### src/rtl/pipe_adder_pkg.sv
// Shared constants and the add/sub operation encoding for the pipelined adder.
package pipe_adder_pkg;

    localparam int WIDTH_DEF  = 32;
    localparam int STAGES_DEF = 4;

    // Operation select as carried on the sub input.
    typedef enum logic {
        OP_ADD = 1'b0,
        OP_SUB = 1'b1
    } op_e;

    // Carry-in of the lowest chunk: subtraction adds one to the inverted operand.
    function automatic logic op_carry_in(input op_e op);
        return (op == OP_SUB);
    endfunction

endpackage

### src/rtl/pipe_adder_if.sv
// Operand/result handshake bundle between a producer/consumer and the pipelined adder.
interface pipe_adder_if #(
    parameter int WIDTH = pipe_adder_pkg::WIDTH_DEF
);
    logic             flush;
    logic             in_valid;
    logic             in_ready;
    logic [WIDTH-1:0] a;
    logic [WIDTH-1:0] b;
    logic             sub;
    logic             out_valid;
    logic             out_ready;
    logic [WIDTH-1:0] y;
    logic             cout;
    logic             ovf;

    // Producer/consumer side: offers operands and takes results.
    modport master (
        output flush, in_valid, a, b, sub, out_ready,
        input  in_ready, out_valid, y, cout, ovf
    );

    // Adder side.
    modport slave (
        input  flush, in_valid, a, b, sub, out_ready,
        output in_ready, out_valid, y, cout, ovf
    );
endinterface

### src/rtl/adder_stage.sv
// One CW-bit chunk of the ripple: combinational add with carry-in, carry-out
// and the signed-overflow term of the chunk's top bit.
module adder_stage #(
    parameter int CW = 8
) (
    input  logic [CW-1:0] a,
    input  logic [CW-1:0] b,
    input  logic          cin,
    output logic [CW-1:0] s,
    output logic          cout,
    output logic          ovf
);
    logic [CW:0] full;
    logic        carry_into_top;

    // Widen by one bit so the chunk carry falls out of the sum; the carry into
    // the top bit is recovered from that bit's operands and result.
    always_comb begin
        full           = {1'b0, a} + {1'b0, b} + {{CW{1'b0}}, cin};
        s              = full[CW-1:0];
        cout           = full[CW];
        carry_into_top = a[CW-1] ^ b[CW-1] ^ full[CW-1];
        ovf            = carry_into_top ^ full[CW];
    end
endmodule

### src/rtl/pipe_adder.sv
// Pipelined adder/subtractor: STAGES chunk adders separated by registers,
// each stage carrying a valid bit with per-stage backpressure.
module pipe_adder
    import pipe_adder_pkg::*;
#(
    parameter int WIDTH  = WIDTH_DEF,
    parameter int STAGES = STAGES_DEF
) (
    input  logic         clk,
    input  logic         resetn,
    pipe_adder_if.slave  bus
);
    localparam int CW = WIDTH / STAGES;

    if (STAGES < 1) begin : g_bad_stages
        $error("pipe_adder: STAGES must be at least 1");
    end else if ((WIDTH % STAGES) != 0) begin : g_bad_width
        $error("pipe_adder: WIDTH must be a multiple of STAGES");
    end

    op_e              op;
    logic [WIDTH-1:0] b_eff;
    logic [STAGES-1:0] valid_vec;
    logic [STAGES-1:0] accept;
    logic [STAGES-1:0] st_c;
    logic [STAGES-1:0] st_o;
    logic [WIDTH-1:0] st_a [STAGES];
    logic [WIDTH-1:0] st_b [STAGES];
    logic [WIDTH-1:0] st_y [STAGES];

    assign op    = op_e'(bus.sub);
    assign b_eff = (op == OP_SUB) ? ~bus.b : bus.b;

    // A stage can take new contents when it is empty or its contents move on;
    // resolved from the output end backwards so every stage sees its successor.
    always_comb begin
        accept = '0;
        accept[STAGES-1] = !valid_vec[STAGES-1] || bus.out_ready;
        for (int k = STAGES - 2; k >= 0; k--) begin
            accept[k] = !valid_vec[k] || accept[k+1];
        end
    end

    assign bus.in_ready = accept[0] || bus.flush;

    for (genvar gi = 0; gi < STAGES; gi++) begin : g_stage
        logic             v_in;
        logic             c_in;
        logic [WIDTH-1:0] a_in;
        logic [WIDTH-1:0] b_in;
        logic [WIDTH-1:0] y_in;
        logic [CW-1:0]    sum;
        logic             carry;
        logic             ovf_c;

        logic             valid_q, valid_d;
        logic             c_q, c_d;
        logic             o_q, o_d;
        logic [WIDTH-1:0] a_q, a_d;
        logic [WIDTH-1:0] b_q, b_d;
        logic [WIDTH-1:0] y_q, y_d;

        if (gi == 0) begin : g_first
            assign v_in = bus.in_valid;
            assign c_in = op_carry_in(op);
            assign a_in = bus.a;
            assign b_in = b_eff;
            assign y_in = '0;
        end else begin : g_next
            assign v_in = valid_vec[gi-1];
            assign c_in = st_c[gi-1];
            assign a_in = st_a[gi-1];
            assign b_in = st_b[gi-1];
            assign y_in = st_y[gi-1];
        end

        adder_stage #(.CW(CW)) u_add (
            .a    (a_in[gi*CW +: CW]),
            .b    (b_in[gi*CW +: CW]),
            .cin  (c_in),
            .s    (sum),
            .cout (carry),
            .ovf  (ovf_c)
        );

        // Load the predecessor's work (or a bubble) when this stage accepts; flush empties it.
        always_comb begin
            valid_d = valid_q;
            c_d     = c_q;
            o_d     = o_q;
            a_d     = a_q;
            b_d     = b_q;
            y_d     = y_q;
            if (bus.flush) begin
                valid_d = 1'b0;
            end else if (accept[gi]) begin
                valid_d             = v_in;
                c_d                 = carry;
                o_d                 = ovf_c;
                a_d                 = a_in;
                b_d                 = b_in;
                y_d                 = y_in;
                y_d[gi*CW +: CW]    = sum;
            end
        end

        // Stage registers, cleared immediately by reset.
        always_ff @(posedge clk or negedge resetn) begin
            if (!resetn) begin
                valid_q <= 1'b0;
                c_q     <= 1'b0;
                o_q     <= 1'b0;
                a_q     <= '0;
                b_q     <= '0;
                y_q     <= '0;
            end else begin
                valid_q <= valid_d;
                c_q     <= c_d;
                o_q     <= o_d;
                a_q     <= a_d;
                b_q     <= b_d;
                y_q     <= y_d;
            end
        end

        assign valid_vec[gi] = valid_q;
        assign st_c[gi]      = c_q;
        assign st_o[gi]      = o_q;
        assign st_a[gi]      = a_q;
        assign st_b[gi]      = b_q;
        assign st_y[gi]      = y_q;
    end

    // Results come straight from the last stage's registers, masked while it is empty.
    assign bus.out_valid = valid_vec[STAGES-1];
    assign bus.y         = valid_vec[STAGES-1] ? st_y[STAGES-1] : '0;
    assign bus.cout      = valid_vec[STAGES-1] & st_c[STAGES-1];
    assign bus.ovf       = valid_vec[STAGES-1] & st_o[STAGES-1];

endmodule

### src/flat_wrapper.sv
// flat-port wrapper written by rule: the top's interface ports become plain ports
module pipe_adder_flat import pipe_adder_pkg::*;
#(
    parameter int WIDTH  = WIDTH_DEF,
    parameter int STAGES = STAGES_DEF
)
  (clk, resetn, bus_flush, bus_in_valid, bus_a, bus_b, bus_sub, bus_out_ready, bus_in_ready, bus_out_valid, bus_y, bus_cout, bus_ovf);
  pipe_adder_if #(.WIDTH(WIDTH)) bus_i ();
  input  logic clk;
  input  logic resetn;
  input wire logic [$bits(bus_i.flush)-1:0] bus_flush;
  input wire logic [$bits(bus_i.in_valid)-1:0] bus_in_valid;
  input wire logic [$bits(bus_i.a)-1:0] bus_a;
  input wire logic [$bits(bus_i.b)-1:0] bus_b;
  input wire logic [$bits(bus_i.sub)-1:0] bus_sub;
  input wire logic [$bits(bus_i.out_ready)-1:0] bus_out_ready;
  output wire logic [$bits(bus_i.in_ready)-1:0] bus_in_ready;
  output wire logic [$bits(bus_i.out_valid)-1:0] bus_out_valid;
  output wire logic [$bits(bus_i.y)-1:0] bus_y;
  output wire logic [$bits(bus_i.cout)-1:0] bus_cout;
  output wire logic [$bits(bus_i.ovf)-1:0] bus_ovf;
  assign bus_i.flush = bus_flush;
  assign bus_i.in_valid = bus_in_valid;
  assign bus_i.a = bus_a;
  assign bus_i.b = bus_b;
  assign bus_i.sub = bus_sub;
  assign bus_i.out_ready = bus_out_ready;
  assign bus_in_ready = bus_i.in_ready;
  assign bus_out_valid = bus_i.out_valid;
  assign bus_y = bus_i.y;
  assign bus_cout = bus_i.cout;
  assign bus_ovf = bus_i.ovf;
  pipe_adder #(.WIDTH(WIDTH), .STAGES(STAGES)) u_core (.clk(clk), .resetn(resetn), .bus(bus_i));
endmodule
### config.mk
export PLATFORM = sky130hd
export DESIGN_NAME = pipe_adder_flat
export DESIGN_NICKNAME = d
export VERILOG_FILES = /design/src/rtl/pipe_adder_pkg.sv /design/src/rtl/pipe_adder_if.sv /design/src/rtl/adder_stage.sv /design/src/rtl/pipe_adder.sv /design/src/flat_wrapper.sv
export SDC_FILE = /design/constraint.sdc
export NUM_CORES = 1
export LEC_CHECK = 0
export CORE_AREA = 2 2 128 130
export DETAILED_ROUTE_END_ITERATION = 16
export DIE_AREA = 0 0 130 132
export PLACE_DENSITY_LB_ADDON = 0.05
export SLEW_MARGIN = 20
export SYNTH_ARGS = -nofsm -noshare
export SYNTH_HDL_FRONTEND = slang
export SYNTH_SLANG_ARGS = --single-unit
### constraint.sdc
create_clock -name clk -period 2.61 [get_ports clk]
set_input_delay 0.261 -clock clk [delete_from_list [all_inputs] [get_ports clk]]
set_output_delay 0.261 -clock clk [all_outputs]
set_load 0.02 [all_outputs]
==> results of run 1 <==
repair_timing:
item / CTS / global route
hold buffers: 1 / 0
setup buffers: 0 / 0
endpoints found under the hold margin: 56 / 0
layer usage:
layer	part of all wire (%)	track usage, %
met5	0	0
met4	1.4	7.05
met3	3.6	3.57
met2	42	30.1
met1	53	34.9
cell usage in the layout (no fill, tap or decap), drive strengths merged, types with 2 or more instances in the layout:
master         count
clkbuf            19
or3                2
a31o               2
buf               25
a211oi             6
o21bai             2
fa                 7
o31a               2
o22ai              2
a21oi             44
inv               16
nand2            398
nor3               4
o211ai             3
ha                28
nand4              2
o31ai              6
nor2              44
nand2b             4
nand3              2
o21ai             36
o21a               6
a21o               9
and3               4
nor2b              7
or2                3
and2              34
clkinvlp           4
dfrtp            185
xnor2             29
clkinv             6
xor2              19
clkdlybuf4s50    103
power by group through the flow:
stage                     clock, mW  sequential [mW]  combinational [mW]
after global routing           2.63             3.76                1.68
final                          2.46             3.69                1.45
after detailed placement          0             3.75                1.45
after CTS                      2.52             3.69                1.47
after global placement            0             3.73                1.42
after floorplan                   0             3.64                1.01
kinds of logic after synthesis:
family / share of synthesized area [%]
flip-flops: 53.7
AND/OR/NAND/NOR: 23.9
AO/OA/AOI/OAI: 8.60
adder cells (fa/ha/maj): 5.69
multiplexers: 0.116
XOR/XNOR: 4.87
buffers and inverters: 3.10
layout make-up:
class | instances | area [sq um]
Clock buffer | 19 | 453
Clock inverter | 13 | 119
Fill cell | 1365 | 5190
Inverter | 14 | 52.6
Multi-Input combinational cell | 714 | 3740
Sequential cell | 185 | 4630
Tap cell | 216 | 270
Timing Repair Buffer | 129 | 1250
synthesized netlist by cell type, types with 3 or more instances:
cell type and n:
a21o_1 9, nor2_1 44, and2_1 34, ha_1 28
o21a_1 6, nor3_1 4, nand2b_1 4, nand2_1 398
xor2_1 19, buf_2 22, nor2b_1 7, o211ai_1 3
o31ai_1 6, fa_1 7, dfrtp_1 185, a211oi_1 6
o21ai_0 36, and3_1 4, a21oi_1 43, clkbuf_1 25
xnor2_1 29, inv_1 14
final timing paths:
check,startpoint,endpoint,slack (ns),cells past startpoint
max,u_core.g_stage[0].b_q[8],u_core.g_stage[1].c_q,0.23,7
min reg2reg,u_core.g_stage[0].a_q[26],u_core.g_stage[1].a_q[26],0.46,2
max in group asynchronous,resetn,u_core.g_stage[1].b_q[17],1.47,3
min,bus_a[12],u_core.g_stage[0].a_q[12],0.35,3
max reg2reg,u_core.g_stage[0].b_q[8],u_core.g_stage[1].c_q,0.23,7
min in group asynchronous,resetn,u_core.g_stage[0].y_q[6],0.37,2
per-stage QoR:
step | cells | util [%] | hold WS, ns | setup slack, ns
6_report | 1290 | 67.0 | 0.351 | 0.231
3_3_place_gp | 1257 | 63.3 | 0.284 | 0.210
5_1_grt | 1290 | 67.0 | 0.346 | 0.0972
3_5_place_dp | 1257 | 63.3 | 0.282 | 0.178
4_1_cts | 1290 | 67.0 | 0.337 | 0.230
2_1_floorplan | 961 | - | -0.0346 | 0.293
flip-flops by register name (all words and copies together), names as in the netlist:
signal                  count
u_core.g_stage.o_q          1
u_core.bus.out_valid        1
u_core.g_stage.b_q         48
u_core.g_stage.a_q         48
u_core.g_stage.y_q         80
u_core.g_stage.valid_q      3
u_core.g_stage.c_q          4
critical path: stages (launching register included):
cell	delay [ns]
dfrtp_1	0.40
fa_1	0.47
fa_1	0.46
a21o_1	0.20
a21oi_1	0.26
o21ai_0	0.13
o211a_1	0.15
o21a_1	0.19
==> results.md, run 1 <==
* Worst IR drop on VDD at 0.436 mV
* Synth Warn # at 0
* Share of cells above drive strength 1 at 6.15%
* Yosys top cell area share at 53.7%
* Max cap viols at 0
* Int Pwr at 5.40 mW
* Routed wire length at 16900 microns
* Data arrival time of the worst path at 2.70 ns
* Sequential area share after synthesis at 53.7%
* Clock-pin transition on the worst setup and hold timing paths at 0.07 ns
* CTS Sinks at 185
* Asr flop ratio synth at 100%
* Synth unique cells at 42
* Synth area leader: dfrtp_1
* LEAKAGE at 5.16 nW
* NumNets Final at 1166
* Gpl congestion at 0.862
* Register share of total power at 48.6%
* ANT nets after route at 0
* Initial antenna violation count at 0
* Predominant post-synthesis flop cell: dfrtp_1
* Power Total at 7.60 mW
* Syn Area/Cell at 8.98 sq um
* Worst-margin pin slew at 0.823 ns
* Status: finished, final reports clean
* Total vias in the final route at 6329
* P_sw at 2.20 mW
* Period utilisation layout at 91.2%
* First-pass GRT wire length at 29600 microns
* Rows at 46
* Tmin final at 2.38 ns
* Total die area at 17200 sq um
* Largest cells by area after synthesis: dfrtp_1 (54%), nand2_1 (17%), ha_1 (4.1%), xnor2_1 (2.9%), a21oi_1 (2.5%)
* CTS tree: built
* Slew HR at 45.1%
* Clock power frac at 32.4%
* CP endpoint kind: flip-flop
* Vias per cell at 4.91
* Post-synth design cell area at 8630 sq um
* # port buffers at 105
* Total grt overflow at 0
* EDFF count, synth at 0
* Initial DRC Count at 424
* CTS max path bufs at 2
* Syn Nets at 1066
* Die height at 132 microns
* Final non-filler cell area at 10500 sq um
* Hold crit path type: input port to flip-flop
* RSZ-0062 raised after global routing: false
* Die width at 130 microns
* Syn Inst Count at 961
* Setup tns final at 0 ns
* Sw Share at 28.9%
* Worst EP required at 2.93 ns
* GRT Util Overall at 21.7%
* Crit start category: flip-flop
* Fin. Hold Viols at 0
* # IOs at 106
* Core ar. at 15700 sq um
* Vias in the first global route at 6024
* DR DRC count at 0
* Final Skew at 0.00651 ns
* FMAX at 420 MHz
* PwrDens at 723 nW/um^2
* Post-DP Area at 9940 sq um
* Drt pass-1 iters at 4
* Initial Util at 54.9%
* N_diodes at 0
* Post-DP HPWL at 12100 microns
* Critical path class: flip-flop to flip-flop
* # resized after CTS at 0
* # setup viols final at 0
* Area grow syn2layout at 22.0%
* Crit path max fanout at 3
* Fin. max-slew vios at 0
* Clock latency on the worst-skew pair at 0.43 ns
* Combinational Power Share at 19.1%
* Max H-tree Level at 4
* Synth Register Bits at 185
* Wire length per cell at 13.1 microns
* Root Buffer: clkbuf_16
* CTS Buf Count at 17
* Largest net degree at the start of global routing at 65
No activity file was read; power rests on OpenSTA's default activity.
==> run 2, diff against run 1 <==
GPL_ROUTABILITY_DRIVEN = 1   (was unset)
==> results of run 2 <==
No change in the layout: final DEF, timing and power equal those of run 1.
==> run 3, diff against run 2 <==
ABC_AREA = 1   (was unset)
CORE_AREA = 2 2 129 131   (was 2 2 128 130)
DIE_AREA = 0 0 131 133   (was 0 0 130 132)
==> results.md, run 3 <==
* Max cap viols at 0 (unchanged)
* FF-to-FF path depth at 8 (+1)
* Clock-pin transition on the worst setup and hold timing paths at 0.06 ns (about the same)
* CTS Buf Count at 17 (unchanged)
* Status: finished, final reports clean
* R2r setup slk at 0.62 ns (+0.39 ns)
* Data arrival time of the worst path at 1.87 ns (-0.83 ns)
* Post-CTS setup buffer count at 0 (unchanged)
* Post-DP Area at 10100 sq um (+1.7%)
* CTS Sinks at 185 (unchanged)
* Worst-path cell chain: inv_2, nor2_4, nand3_2, nor2_2, nand2_1, clkdlybuf4s50_1
* Crit start category: flip-flop
* Predominant post-synthesis flop cell: dfrtp_1
* Core ar. at 16200 sq um (+2.9%)
* Initial antenna violation count at 0 (unchanged)
* Wire length per cell at 12.2 microns (-7.4%)
* Max H-tree Level at 4 (unchanged)
* # port buffers at 105 (unchanged)
* Slew HR at 57.6% (+12 points)
* Hold WS at 0.369 ns (+0.0175 ns)
* Syn Inst Count at 1055 (+9.8%)
* Number of flip-flops in the largest register at 80 (unchanged)
* Fin. max-slew vios at 0 (unchanged)
* Post-synth design cell area at 8870 sq um (+2.8%)
* Routed wire length at 16800 microns (-0.94%)
* Total grt overflow at 0 (unchanged)
* Hold crit path type: input port to flip-flop
* Fin. Hold Viols at 0 (unchanged)
* Vias in the first global route at 6170 (+2.4%)
* Combinational Power Share at 18.8% (-0.3 points)
* Asr flop ratio synth at 100% (unchanged)
* PwrDens at 724 nW/um^2 (+0.26%)
* Worst-margin pin slew at 0.636 ns (-0.187 ns)
* Synth Warn # at 0 (unchanged)
* Gpl congestion at 0.810 (-6.0%)
* Sequential area share after synthesis at 52.2% (-1.5 points)
* Worst EP required at 2.35 ns (-0.58 ns)
* Most frequent cells in the layout: nand2_1 (422), dfrtp_1 (185), inv_1 (117), clkdlybuf4s50_1 (103), o21ai_0 (99)
* Post-DP HPWL at 11800 microns (-2.8%)
* CTS max path bufs at 2 (unchanged)
* LEAKAGE at 5.57 nW (+8.0%)
* Final Skew at 0.00699 ns (+0.000482 ns)
* Reg-to-Reg Start: u_core.g_stage[0].b_q[8]
* Synth Register Bits at 185 (unchanged)
* Post-synth top cells: nand2_1 (422), dfrtp_1 (185), inv_1 (117)
* NumNets Final at 1252 (+7.4%)
* Initial DRC Count at 294 (-31%)
* Die height at 133 microns (+0.76%)
* Slowest cell delay on critical path at 0.55 ns (+0.08 ns)
* Crit path max fanout at 4 (+1)
* Syn Nets at 1160 (+8.8%)
* Worst hold path depth at 3 (unchanged)
* Total vias in the final route at 6542 (+3.4%)
* Critical path class: flip-flop to output port
* FMAX at 469 MHz (+12%)
* Root Buffer: clkbuf_16
* GRT Util Overall at 21.0% (-0.76 points)
* Int Pwr at 5.63 mW (+4.2%)
* P_sw at 2.16 mW (-1.8%)
* Largest net degree at the start of global routing at 69 (+6.2%)
* RSZ-0062 raised after global routing: false
* Yosys top cell area share at 52.2% (-1.5 points)
* Clock latency on the worst-skew pair at 0.42 ns (about the same)
* Final non-filler cell area at 10700 sq um (+2.2%)
* Vias per cell at 4.74 (-3.4%)
* Tmin final at 2.13 ns (-0.248 ns)
* Rows at 47 (+2.2%)
* DR DRC count at 0 (unchanged)
* Power Total at 7.79 mW (+2.4%)
* Most frequent cell after synthesis: nand2_1
* Beginning of the worst hold path: bus_a[15]
* Die width at 131 microns (+0.77%)
* Drt pass-1 iters at 5 (+1)
* Share of cells above drive strength 1 at 5.69% (-0.46 points)
* Commonest non-fill, non-tap cell in the layout: nand2_1
* Synth unique cells at 29 (-31%)
* # IOs at 106 (unchanged)
* Largest cells by area after synthesis: dfrtp_1 (52%), nand2_1 (18%), o21ai_0 (5.6%), inv_1 (5.0%), ha_1 (4.0%)
* CTS tree: built
* Total die area at 17400 sq um (+1.5%)
* Register share of total power at 46.7% (-1.9 points)
* N_diodes at 0 (unchanged)
* EDFF count, synth at 0 (unchanged)
* Reg-to-reg critical path endpoint: u_core.g_stage[1].c_q
* Sw Share at 27.7% (-1.2 points)
* Synth area leader: dfrtp_1
* Worst IR drop on VDD at 0.516 mV (+18%)
* # setup viols final at 0 (unchanged)
* Top flop regs: u_core.g_stage.y_q: 80 flops, u_core.g_stage.a_q: 48 flops, u_core.g_stage.b_q: 48 flops
* Setup tns final at 0 ns (unchanged)
* Initial Util at 54.8% (-0.066 points)
* Largest Register: u_core.g_stage.y_q
* Period utilisation layout at 81.6% (-9.5 points)
* WP buf/inv at 2 (+2)
* CP delay by family, top: buffers and inverters
* First-pass GRT wire length at 29200 microns (-1.6%)
* Area grow syn2layout at 21.2%
* ANT nets after route at 0 (unchanged)
* Clock power frac at 34.5% (+2.1 points)
* Worst Hold End: u_core.g_stage[0].a_q[15]
* Slowest CP cell: clkdlybuf4s50_1
* Syn Area/Cell at 8.40 sq um (-6.4%)
* CP endpoint kind: output port
run 3: cell count changes after synthesis, sizes merged, moves of 7 or more:
| cell | previous run | this run |
|---|---|---|
| inv | 14 | 118 |
| nor2b | 7 | 0 |
| a21oi | 44 | 17 |
| nand3 | 2 | 32 |
| nand2 | 398 | 423 |
| nand4 | 2 | 11 |
| clkbuf | 25 | 18 |
| and2 | 34 | 0 |
| o21ai | 36 | 110 |
| xor2 | 19 | 9 |
| nor2 | 44 | 19 |
| nand3b | 0 | 9 |
run 3: metrics by stage:
stage / util (%) / cells / setup slack (ns)
3_5_place_dp: 62.5 / 1347 / 0.455
5_1_grt: 66.5 / 1380 / 0.350
6_report: 66.5 / 1380 / 0.479
2_1_floorplan: - / 1055 / 0.782
3_3_place_gp: 62.5 / 1347 / 0.515
4_1_cts: 66.5 / 1380 / 0.440
run 3: worst max-delay path by stage:
stage	endpoint	slack (ns)	cells past startpoint	from
after floorplan	u_core.g_stage[1].c_q	0.78	8	u_core.g_stage[0].b_q[8]
after global placement	u_core.g_stage[0].b_q[25]	0.51	8	bus_out_ready
after detailed placement	u_core.g_stage[0].b_q[16]	0.45	8	bus_out_ready
after CTS	bus_in_ready	0.44	6	u_core.bus.out_valid
after global routing	bus_y[10]	0.35	4	u_core.bus.out_valid
final	bus_in_ready	0.48	6	u_core.bus.out_valid
run 3: tightest hold or removal path, delay by kind of cell:
| family | cells | cell delay [ns] |
|---|---|---|
| buffers and inverters | 1 | 0.39 |
| and+or+nand+nor | 2 | 0.10 |
run 3: what timing repair did:
action,in CTS,in global routing
setup endpoints to repair,0,0
endpoints found under the hold margin,63,0
hold buffers,1,0
resized for setup,0,0
run 3: power groups by stage:
stage	logic [mW]	registers [mW]	clock network [mW]
2_1_floorplan	1.03	3.60	0
5_1_grt	1.70	3.70	2.85
4_1_cts	1.47	3.64	2.76
3_3_place_gp	1.42	3.67	0
6_report	1.46	3.64	2.69
3_5_place_dp	1.45	3.68	0
run 3: final cells by class:
cell class | instances | area (sq um)
tap | 220 | 275
fill | 1371 | 5420
clock inverter | 9 | 134
sequential | 185 | 4630
inverter | 119 | 452
timing repair buffer | 118 | 1200
clock buffer | 23 | 498
multi-input combinational | 706 | 3560
run 3: layer usage:
layer	track usage, %	vias up	routed length, microns
li1	-	3472	-
met1	32.9	2917	8870
met2	29.9	140	7070
met3	4.49	13	675
met4	5.14	0	173
met5	0	-	0
run 3: logic make-up after synthesis:
group,share of synthesized area (%)
fa+ha+maj,5.53
compound gates,7.99
xor+xnor,4.05
flops,52.2
simple gates,22.5
buf+inv,7.69
